`src/rtl/irq_pkg.sv`:
```
// Shared constants and FSM state type for the 8-source interrupt priority controller.
package irq_pkg;

    localparam int unsigned NUM_IRQ = 8;
    localparam int unsigned ID_W    = 3;

    typedef enum logic [1:0] {
        IDLE = 2'd0,
        REQ  = 2'd1,
        SVC  = 2'd2
    } state_t;

endpackage

```
`src/rtl/irq_prio_ctrl8_if.sv`:
```
// Grant handshake between the controller (master) and the interrupt consumer (slave).
interface irq_prio_ctrl8_if;
    import irq_pkg::*;

    logic            irq_valid;
    logic [ID_W-1:0] irq_id;
    logic            irq_ack;
    logic            eoi;
    logic            busy;

    modport master (
        output irq_valid,
        output irq_id,
        output busy,
        input  irq_ack,
        input  eoi
    );

    modport slave (
        input  irq_valid,
        input  irq_id,
        input  busy,
        output irq_ack,
        output eoi
    );

endinterface

```
`src/rtl/prio_enc8.sv`:
```
// Combinational 8-to-3 priority encoder; bit 7 has the highest priority.
module prio_enc8
    import irq_pkg::*;
(
    input  logic [NUM_IRQ-1:0] elig,
    output logic [ID_W-1:0]    id,
    output logic               any
);

    // Ascending scan: the last set bit seen is the highest index.
    always_comb begin
        id  = '0;
        any = |elig;
        for (int i = 0; i < NUM_IRQ; i++) begin
            if (elig[i]) begin
                id = ID_W'(i);
            end
        end
    end

endmodule

```
`src/rtl/irq_prio_ctrl8.sv`:
```
// Eight-source interrupt controller: falling-edge capture into pend, mask/enable
// qualification, and a request/ack/eoi grant sequence to a single consumer.
module irq_prio_ctrl8
    import irq_pkg::*;
(
    input  logic                clk,
    input  logic                rst_n,
    input  logic [NUM_IRQ-1:0]  irq_n,
    input  logic [NUM_IRQ-1:0]  mask,
    input  logic                en_n,
    irq_prio_ctrl8_if.master    bus,
    output logic [NUM_IRQ-1:0]  pend,
    output logic                ovf,
    input  logic                ovf_clr
);

    logic [NUM_IRQ-1:0] irq_q;
    logic [NUM_IRQ-1:0] fall;
    logic [NUM_IRQ-1:0] clr;
    logic [NUM_IRQ-1:0] elig;
    logic [ID_W-1:0]    win_id;
    logic [ID_W-1:0]    id_q;
    logic               any;
    logic               latch;
    state_t             state;
    state_t             state_nxt;

    assign fall       = irq_q & ~irq_n;
    assign elig       = pend & ~mask;
    assign bus.irq_id = id_q;

    prio_enc8 u_prio_enc8 (
        .elig (elig),
        .id   (win_id),
        .any  (any)
    );

    // Edge capture, pending register and sticky overflow; set wins over clear.
    always_ff @(posedge clk) begin
        if (!rst_n) begin
            irq_q <= '1;
            pend  <= '0;
            ovf   <= 1'b0;
        end else begin
            irq_q <= irq_n;
            pend  <= fall | (pend & ~clr);
            if (|(fall & pend & ~clr)) begin
                ovf <= 1'b1;
            end else if (ovf_clr) begin
                ovf <= 1'b0;
            end
        end
    end

    // Next-state logic; ack takes priority over withdrawal in REQ.
    always_comb begin
        state_nxt = state;
        latch     = 1'b0;
        clr       = '0;
        case (state)
            IDLE: begin
                if (!en_n && any) begin
                    state_nxt = REQ;
                    latch     = 1'b1;
                end
            end
            REQ: begin
                if (bus.irq_ack) begin
                    state_nxt = SVC;
                    clr[id_q] = 1'b1;
                end else if (en_n || mask[id_q]) begin
                    state_nxt = IDLE;
                end
            end
            SVC: begin
                if (bus.eoi) begin
                    state_nxt = IDLE;
                end
            end
            default: state_nxt = IDLE;
        endcase
    end

    // State register with registered handshake outputs decoded from the next state.
    always_ff @(posedge clk) begin
        if (!rst_n) begin
            state         <= IDLE;
            id_q          <= '0;
            bus.irq_valid <= 1'b0;
            bus.busy      <= 1'b0;
        end else begin
            state         <= state_nxt;
            bus.irq_valid <= (state_nxt == REQ);
            bus.busy      <= (state_nxt == SVC);
            if (latch) begin
                id_q <= win_id;
            end
        end
    end

endmodule

```
`src/flat_wrapper.sv`:
```
// flat-port wrapper written by rule: the top's interface ports become plain ports
module irq_prio_ctrl8_flat import irq_pkg::*;
  (clk, rst_n, irq_n, mask, en_n, pend, ovf, ovf_clr, bus_irq_valid, bus_irq_id, bus_busy, bus_irq_ack, bus_eoi);
  irq_prio_ctrl8_if bus_i ();
  input  logic clk;
  input  logic rst_n;
  input  logic [NUM_IRQ-1:0] irq_n;
  input  logic [NUM_IRQ-1:0] mask;
  input  logic en_n;
  output logic [NUM_IRQ-1:0] pend;
  output logic ovf;
  input  logic ovf_clr;
  output wire logic [$bits(bus_i.irq_valid)-1:0] bus_irq_valid;
  output wire logic [$bits(bus_i.irq_id)-1:0] bus_irq_id;
  output wire logic [$bits(bus_i.busy)-1:0] bus_busy;
  input wire logic [$bits(bus_i.irq_ack)-1:0] bus_irq_ack;
  input wire logic [$bits(bus_i.eoi)-1:0] bus_eoi;
  assign bus_irq_valid = bus_i.irq_valid;
  assign bus_irq_id = bus_i.irq_id;
  assign bus_busy = bus_i.busy;
  assign bus_i.irq_ack = bus_irq_ack;
  assign bus_i.eoi = bus_eoi;
  irq_prio_ctrl8 u_core (.clk(clk), .rst_n(rst_n), .irq_n(irq_n), .mask(mask), .en_n(en_n), .bus(bus_i), .pend(pend), .ovf(ovf), .ovf_clr(ovf_clr));
endmodule
```
`config.mk`:
```
export PLATFORM = sky130hd
export DESIGN_NAME = irq_prio_ctrl8_flat
export DESIGN_NICKNAME = d
export VERILOG_FILES = /design/src/rtl/irq_pkg.sv /design/src/rtl/irq_prio_ctrl8_if.sv /design/src/rtl/prio_enc8.sv /design/src/rtl/irq_prio_ctrl8.sv /design/src/flat_wrapper.sv
export SDC_FILE = /design/constraint.sdc
export NUM_CORES = 1
export LEC_CHECK = 0
export BUFFER_PORTS_ARGS = -buffer_cell sky130_fd_sc_hd__buf_2
export CAP_MARGIN = 0
export CORE_MARGIN = 5
export CORE_UTILIZATION = 40
export DETAILED_ROUTE_END_ITERATION = 6
export PLACE_DENSITY = 0.63
export REMOVE_ABC_BUFFERS = 1
export SYNTH_ARGS = -nofsm -noshare
export SYNTH_HDL_FRONTEND = slang
export SYNTH_SLANG_ARGS = --single-unit
```
`constraint.sdc`:
```
create_clock -name clk -period 1.9 [get_ports clk]
set_input_delay 0.38 -clock clk [delete_from_list [all_inputs] [get_ports clk]]
set_output_delay 0.38 -clock clk [all_outputs]
set_load 0.02 [all_outputs]
```
Yosys cells after proc, flatten, opt, wreduce, memory -nomap -nowiden. Cells that the tools add are included.

Flip-flop bits (word level): 24. Bits of input ports: 22.

Magnitude comparators: 2. Eq/ne operators: 4. Mux-type cells: 22. Bitwise gates (word level): 9. Reduce and logical (&&, ||, !) cells: 8.

Operators by type and width (count): 8-bit AND (5); 8-bit NOT (3); 3-bit 2-to-1 mux (6); 8-bit 2-to-1 mux (2); 8-bit OR reduction (2); 2-bit 2-to-1 mux (4); 8-bit OR (1); 1-bit 2-to-1 mux (7); 2-bit one-hot mux with 3 select lines (1); 2-bit by 1-bit equality test with 1-bit output (second input constant) (2); 2-bit equality test (second input constant) (2); 3-bit by 4-bit < comparator with 1-bit output (second input constant) (1); 1-bit binary-select mux with 3-bit select (1); 1-bit demux with 3-bit select (1); 3-bit by 1-bit >= comparator with 1-bit output (second input constant) (1); 1-bit logical AND (2); 2-bit logical NOT (1); 2-bit nonzero test (1); 1-bit logical NOT (1); 1-bit logical OR (1).

Logic depth before layout (Yosys ltp). Gate-level depths: netlist of run 1.

Word-level depth: 10. Depth in mapped cells: 6.

Modules after synthesis. From an unflattened synthesis of run 1, not the netlist that was laid out.

Cell total of the unflattened synthesis: 145. Area total of the unflattened synthesis: 1209.9 µm².

Modules (own cells, without submodules): irq_prio_ctrl8 (times used 1, cells each 133, area an instance 1143.6 µm², sequential area each 480.5 µm²); prio_enc8 (times used 1, cells each 12, area an instance 66.3 µm², sequential area each 0.0 µm²).

Worst setup path before layout of run 1. OpenSTA, ideal clock, no wires.

Path kind: register -> register. From: register u_core.id_q[0] (netlist: u_core.bus.irq_id[0]). To: register u_core.ovf. Library setup time: 0.125 ns. Data arrival time: 1.421 ns. Slack: 0.354 ns. Cell stages (with the launch flop): 6. Buffers on the path: 1. Clock period less this slack: 1.546 ns. Path through: dfxtp_1 > buf_2 > nand2_1 > o21ai_0 > o22ai_1 > o41a_1.

Longest elaborated chain between the ends: 10.

Ends and longest elaborated chain: start, declared (RTL line irq_prio_ctrl8.sv:22) `logic [ID_W-1:0] id_q;`; start signal, assigned (RTL line irq_prio_ctrl8.sv:96) `id_q <= win_id;`; 3-bit by 4-bit < comparator with 1-bit output (implied by the code) or 3-bit by 1-bit >= comparator with 1-bit output (tied branches) (RTL line irq_prio_ctrl8.sv:70) `clr[id_q] = 1'b1;`; 1-bit logical AND (implied by the code) (RTL line irq_prio_ctrl8.sv:70); 1-bit 2-to-1 mux (implied by the code) (RTL line irq_prio_ctrl8.sv:70); 1-bit demux with 3-bit select (*); 8-bit 2-to-1 mux (*) (RTL line irq_prio_ctrl8.sv:68) `if (bus.irq_ack) begin`; 8-bit 2-to-1 mux (*) (RTL line irq_prio_ctrl8.sv:60) `case (state)`; 8-bit NOT (*) (RTL line irq_prio_ctrl8.sv:47) `if (|(fall & pend & ~clr)) begin`; 8-bit AND (*) (RTL line irq_prio_ctrl8.sv:47); 8-bit OR reduction (*) (RTL line irq_prio_ctrl8.sv:47); 1-bit 2-to-1 mux or 2-bit nonzero test (tied branches); end signal, assigned (RTL line irq_prio_ctrl8.sv:43) `ovf <= 1'b0;`; end signal, assigned (RTL line irq_prio_ctrl8.sv:48) `ovf <= 1'b1;`; end signal, assigned (RTL line irq_prio_ctrl8.sv:50) `ovf <= 1'b0;`; end, declared (RTL line irq_prio_ctrl8.sv:13) `output logic ovf,`.

Mark *: on every way between the ends. The rest lies on a longest branch, timed or not. A chain may end at the register's enable or synchronous reset.

Worst setup path in the final report of run 1. Same ends and word-level chain as after synthesis.

==> results of run 1 <==
## synthesized netlist by cell type, drive strengths merged, types with 3 or more instances
cell,n
dfxtp,24
nor2,3
o31ai,3
inv,3
nor2b,8
mux2i,3
o22ai,4
nand2,4
nand2b,18
o21ai,10
a21boi,9
## per-stage QoR
| step | cells | cell area, µm² | hold slack, ps | util [%] |
|---|---|---|---|---|
| 4_1_cts | 180 | 1330 | 238 | 49.3 |
| 2_1_floorplan | 110 | 1070 | 453 | - |
| 3_3_place_gp | 176 | 1290 | 482 | 48.0 |
| 6_report | 180 | 1330 | 250 | 49.3 |
| 3_5_place_dp | 176 | 1290 | 485 | 48.0 |
| 5_1_grt | 180 | 1330 | 225 | 49.3 |
## layer usage
metal	vias up	global-route usage, %	part of all wire (%)
met5	-	0	0
met4	0	8.22	3.9
met3	9	3.96	6.2
met2	26	21.2	45
met1	423	15.5	45
li1	485	-	-
## area by class of cell
class	count	area (µm²)	area share [%]
Clock buffer	4	36.3	2.74
Tap cell	31	38.8	2.93
Timing Repair Buffer	35	175	13.2
Sequential cell	24	480	36.3
Multi-Input combinational cell	83	583	44.0
Inverter	3	11.3	0.850
## registers in the layout (all words and copies together) (netlist names)
signal / count
u_core.bus.irq_id: 3
u_core.pend: 8
u_core.state: 2
u_core.bus.busy: 1
u_core.ovf: 1
u_core.irq_q: 8
u_core.bus.irq_valid: 1
## cells by family (layout without fill, tap and decap cells)
family	after synthesis	in the layout	share of synthesized area (%)
muxes	3	3	2.75
buffers and inverters	7	42	2.63
AOI/OAI and AO/OA	39	39	27.8
and+or+nand+nor	41	41	22.8
DFF	24	24	44.0
## worst min-delay path by stage
stage                                  to  cells after the start                        from
2_1_floorplan  u_core.irq_q[0]$_SDFF_PN1_                      1                       rst_n
3_3_place_gp    u_core.pend[3]$_SDFF_PN0_                      2  u_core.irq_q[3]$_SDFF_PN1_
3_5_place_dp    u_core.pend[1]$_SDFF_PN0_                      2  u_core.irq_q[1]$_SDFF_PN1_
4_1_cts        u_core.irq_q[5]$_SDFF_PN1_                      2                    irq_n[5]
5_1_grt        u_core.irq_q[4]$_SDFF_PN1_                      2                    irq_n[4]
6_report       u_core.irq_q[4]$_SDFF_PN1_                      2                    irq_n[4]
## worst max-delay path: cells and delay by family (launching register included)
kind / cells / cell delay, ps
simple gates: 1 / 170
compound gates: 3 / 770
flops: 1 / 630
## power by group through the flow
stage                     registers [mW]  clock network, mW  logic (mW)
after CTS                          0.581              0.282       0.216
after global routing               0.590              0.307       0.238
after floorplan                    0.615                  0       0.108
after detailed placement           0.592                  0       0.215
after global placement             0.591                  0       0.213
final                              0.582              0.266       0.213
==> results.ini, run 1 <==
[worst_setup_path]
r2r_cells = 4
regToRegEndpoint = u_core.ovf$_SDFFE_PN0P_
slowest_stage = dfxtp_1
reg2reg_slack_ps = 230
required_ps = 2110
critPathMaxFanout = 11
critPathLaunch = u_core.bus.irq_id[0]$_SDFFE_PN0P_
critPathKind = reg2reg
critPathArrivalTime_ps = 1880
cp-end-kind = flop
startpoint_type = flop
timing.critical_path.to = u_core.ovf$_SDFFE_PN0P_
r2r-start = u_core.bus.irq_id[0]$_SDFFE_PN0P_
cp_cell_sequence = nand2_1, o21ai_0, o22ai_1, o41a_1
cpPeakStageDelay_ps = 630

[clock_network]
clock_path_buffers = 2
cts_tree = yes
cts_root_buffer = clkbuf_4
cts_max_level = 1
clk_pin_slew_ps = 130
postCtsHoldBufs = 0
clk_latency_ps = 310
cts_sinks = 24
cts_setup_buffers = 0
post_cts_resized = 0
cts_buffers = 3

[place]
dpl.hpwl_mm = 1.86
gp_congestion = 0.867
dp_slack_ps = 276
portBuffers = 35

[timing]
max_freq_ghz = 0.601
setup-tns-final_ps = 0
slew-limit-headroom_pct = 69.5
worst_pin_slew_ps = 457
finalCritPeriodShare_pct = 87.6
drv_slew = 0
finalCriticalPeriod_ps = 1670
rsz0062_at_grt = no
setup_viol_count_final = 0
finalHoldViolCount = 0
fin_ws_ps = 235
fin_worst_skew_ps = 3.37

[global_route]
grt_usage_pct = 13.3
grt-ovfl-total = 0
grt_start_max_net_pins = 25
grt_pass1_wl_mm = 4.20
grt_pass1_vias = 954
antenna_found_initial = 0

[logic_synthesis]
synthTopCellsByArea = dfxtp_1, nand2b_1, a21boi_0
ys_seq_elements = 24
synth_cells = 114
synth_area_leader_cell = dfxtp_1
ys_seq_area_share_pct = 44.0
ys_warn_count = 0
async_flop_share_pct = 0
synth.avg_cell_area_um2 = 9.58
synth_edf_count = 0
syn_area_um2 = 1090
synth-main-ff-cell = dfxtp_1
yosysUniqueCellTypes = 32
synth_top_area_share_pct = 44.0

[power]
combPwrFrac_pct = 20.1
p_switching_mw = 0.304
swShare_pct = 28.6
power_density_nw_per_um2 = 801
leakage_nw = 0.573
ir_drop_mv = 0.477
total_power_mw = 1.06
p_clk_share_pct = 25.1
internal_power_mw = 0.757
p_seq_share_pct = 54.8

[flow_run]
maxCapViolations = 0

[routing]
drc = 0
via_per_inst = 5.24
wl_per_cell_um = 13.1
routed_wl_mm = 2.36
drtIter0Drc = 29
vias = 943
drtAntennaViolNets = 0
dr.pass1.iters = 4

[final_layout]
drive_gt1_share_pct = 28.2
final_common_cell = buf_2
final_cell_mix = buf_2, dfxtp_1, nand2b_1
nets = 172
fillers = 267
diodes = 0
area_delta_synth_final_pct = 21.3

[run_status]
outcome = completed

[die]
core_area_um2 = 2690
start_util_pct = 40.7
die_x_um = 62.3
die_area_um2 = 3880
std_cell_rows = 19
io_pins = 36
fp.dieH_um = 62.3

[min_path]
hold_path_class = in2reg

(Power assumes the default switching activity.)
==> inputs of run 2 (changes only) <==
--- a/config.mk
+++ b/config.mk
@@ -5,12 +5,14 @@
 export SDC_FILE = /design/constraint.sdc
 export NUM_CORES = 1
 export LEC_CHECK = 0
+export ABC_AREA = 1
 export BUFFER_PORTS_ARGS = -buffer_cell sky130_fd_sc_hd__buf_2
 export CAP_MARGIN = 0
 export CORE_MARGIN = 5
 export CORE_UTILIZATION = 40
+export CTS_CLUSTER_SIZE = 25
 export DETAILED_ROUTE_END_ITERATION = 6
-export PLACE_DENSITY = 0.63
+export PLACE_DENSITY = 0.62
 export REMOVE_ABC_BUFFERS = 1
 export SYNTH_ARGS = -nofsm -noshare
 export SYNTH_HDL_FRONTEND = slang
==> run 2 against run 1 <==
First-iteration DRC count is 76% higher. Flip-flop and latch count stayed put. Maximum frequency is 16% higher. Critical path type is now reg2out. Critical endpoint is now bus_irq_id[0].
==> results.ini, run 2 <==
[run_status]
outcome = completed

[timing]
fin_ws_ps = 465
fin_worst_skew_ps = 4.46
finalHoldViolCount = 0
finalCritPeriodShare_pct = 75.5
setup_viol_count_final = 0
slew-limit-headroom_pct = 68.3
rsz0062_at_grt = no
max_freq_ghz = 0.697
drv_slew = 0
worst_pin_slew_ps = 475
setup-tns-final_ps = 0
finalCriticalPeriod_ps = 1430
hold_slack_ps = 239

[worst_setup_path]
slowest_stage = dfxtp_1
critPathMaxFanout = 9
critPathArrivalTime_ps = 1050
cpPeakStageDelay_ps = 510
cp_cell_sequence = buf_2
startpoint_type = flop
critPathKind = reg2out
cp_top_family = flip-flops
required_ps = 1520
crit_buf_inv = 1
cp-end-kind = output pin

[logic_synthesis]
yosysUniqueCellTypes = 17
synthTopCellsByArea = dfxtp_1, nand2_1, nor2_1
synth_edf_count = 0
ys_warn_count = 0
synth-main-ff-cell = dfxtp_1
syn_area_um2 = 1140
synth.most_common_cell = nand2_1
synth.avg_cell_area_um2 = 6.33
synth_cells = 180
ys_seq_area_share_pct = 42.2
synth_area_leader_cell = dfxtp_1
synth_top_area_share_pct = 42.2
ys_top_cells_by_count = nand2_1, nor2_1, inv_1, dfxtp_1, a21oi_1
async_flop_share_pct = 0
ys_seq_elements = 24

[power]
power_density_nw_per_um2 = 757
p_seq_share_pct = 55.8
internal_power_mw = 0.703
total_power_mw = 1.03
p_switching_mw = 0.323
swShare_pct = 31.5
leakage_nw = 0.726
p_clk_share_pct = 21.4
ir_drop_mv = 0.521
combPwrFrac_pct = 22.8

[final_layout]
final_common_cell = nand2_1
nets = 239
final_cell_mix = nand2_1, buf_2, nor2_1
drive_gt1_share_pct = 20.5
diodes = 0
fillers = 288
area_delta_synth_final_pct = 18.9
final_cell_area_um2 = 1350

[place]
place_area_um2 = 1330
portBuffers = 35
gp_congestion = 0.858
dp_slack_ps = 533
dpl.hpwl_mm = 2.09

[die]
fp.dieH_um = 63.4
die_area_um2 = 4010
start_util_pct = 41.6
die_x_um = 63.4
io_pins = 36
core_area_um2 = 2730
std_cell_rows = 19

[clock_network]
cts_tree = yes
cts_setup_buffers = 0
postCtsHoldBufs = 0
clk_latency_ps = 310
cts_root_buffer = clkbuf_4
clk_pin_slew_ps = 120
clock_path_buffers = 2
cts_buffers = 3
cts_max_level = 1
cts_sinks = 24
post_cts_resized = 0

[routing]
drc = 0
drtIter0Drc = 51
dr.pass1.iters = 4
wl_per_cell_um = 10.4
via_per_inst = 4.61
drtAntennaViolNets = 0
routed_wl_mm = 2.57
vias = 1135

[global_route]
grt_pass1_wl_mm = 4.33
grt-ovfl-total = 0
grt_usage_pct = 13.2
grt_pass1_vias = 1087
antenna_found_initial = 0
grt_start_max_net_pins = 18

[min_path]
hold_path_class = in2reg

[flow_run]
maxCapViolations = 0

## run 2: changes by cell type after synthesis, moves of 7 or more
cell,previous run,this run
a21oi_1,1,14
a21boi_0,9,1
nand3_1,0,7
nor2_1,3,34
nor2b_1,8,0
nand2b_1,18,0
inv_1,3,25
nand2_1,4,54
## run 2: cells by family after synthesis
logic type	after synthesis	share of synthesized area [%]
AND/OR/NAND/NOR	104	36.9
buffers and inverters	29	10.4
flip-flops	24	42.2
AO/OA/AOI/OAI	23	10.4
## run 2: layout make-up
class                           count  area, µm²  area share [%]
Sequential cell                    24        480            35.5
Timing Repair Buffer               35        175            12.9
Tap cell                           31       38.8            2.87
Multi-Input combinational cell    127        539            39.8
Clock buffer                        3       22.5            1.66
Inverter                           26       97.6            7.21
## run 2: routing by layer
| metal | share of wire (%) | vias to the layer above | wire, µm | global-route usage, % |
|---|---|---|---|---|
| li1 | - | 620 | - | - |
| met1 | 46 | 482 | 1180 | 16.2 |
| met2 | 45 | 31 | 1160 | 20.4 |
| met3 | 8.5 | 2 | 218 | 4.97 |
| met4 | 0.70 | 0 | 18 | 5.71 |
| met5 | 0 | - | 0 | 0 |
## run 2: power groups by stage
stage	clock network, mW	logic (mW)	registers, mW
after floorplan	0	0.125	0.611
after global placement	0	0.234	0.584
after detailed placement	0	0.235	0.584
after CTS	0.225	0.236	0.573
after global routing	0.245	0.267	0.581
final	0.219	0.234	0.572
## run 2: per-stage QoR
step / utilization, % / instances
2_1_floorplan: - / 177
3_3_place_gp: 48.7 / 243
3_5_place_dp: 48.7 / 243
4_1_cts: 49.5 / 246
5_1_grt: 49.5 / 246
6_report: 49.5 / 246
## run 2: worst paths after layout
path	startpoint	endpoint	slack, ps	cells after the start
worst min register to register	u_core.irq_q[7]$_SDFF_PN1_	u_core.pend[7]$_SDFF_PN0_	480	2
worst max register to register	u_core.bus.irq_id[0]$_SDFFE_PN0P_	u_core.ovf$_SDFFE_PN0P_	500	7
worst min-delay path	irq_n[2]	u_core.irq_q[2]$_SDFF_PN1_	240	3
worst max-delay path	u_core.bus.irq_id[0]$_SDFFE_PN0P_	bus_irq_id[0]	470	1
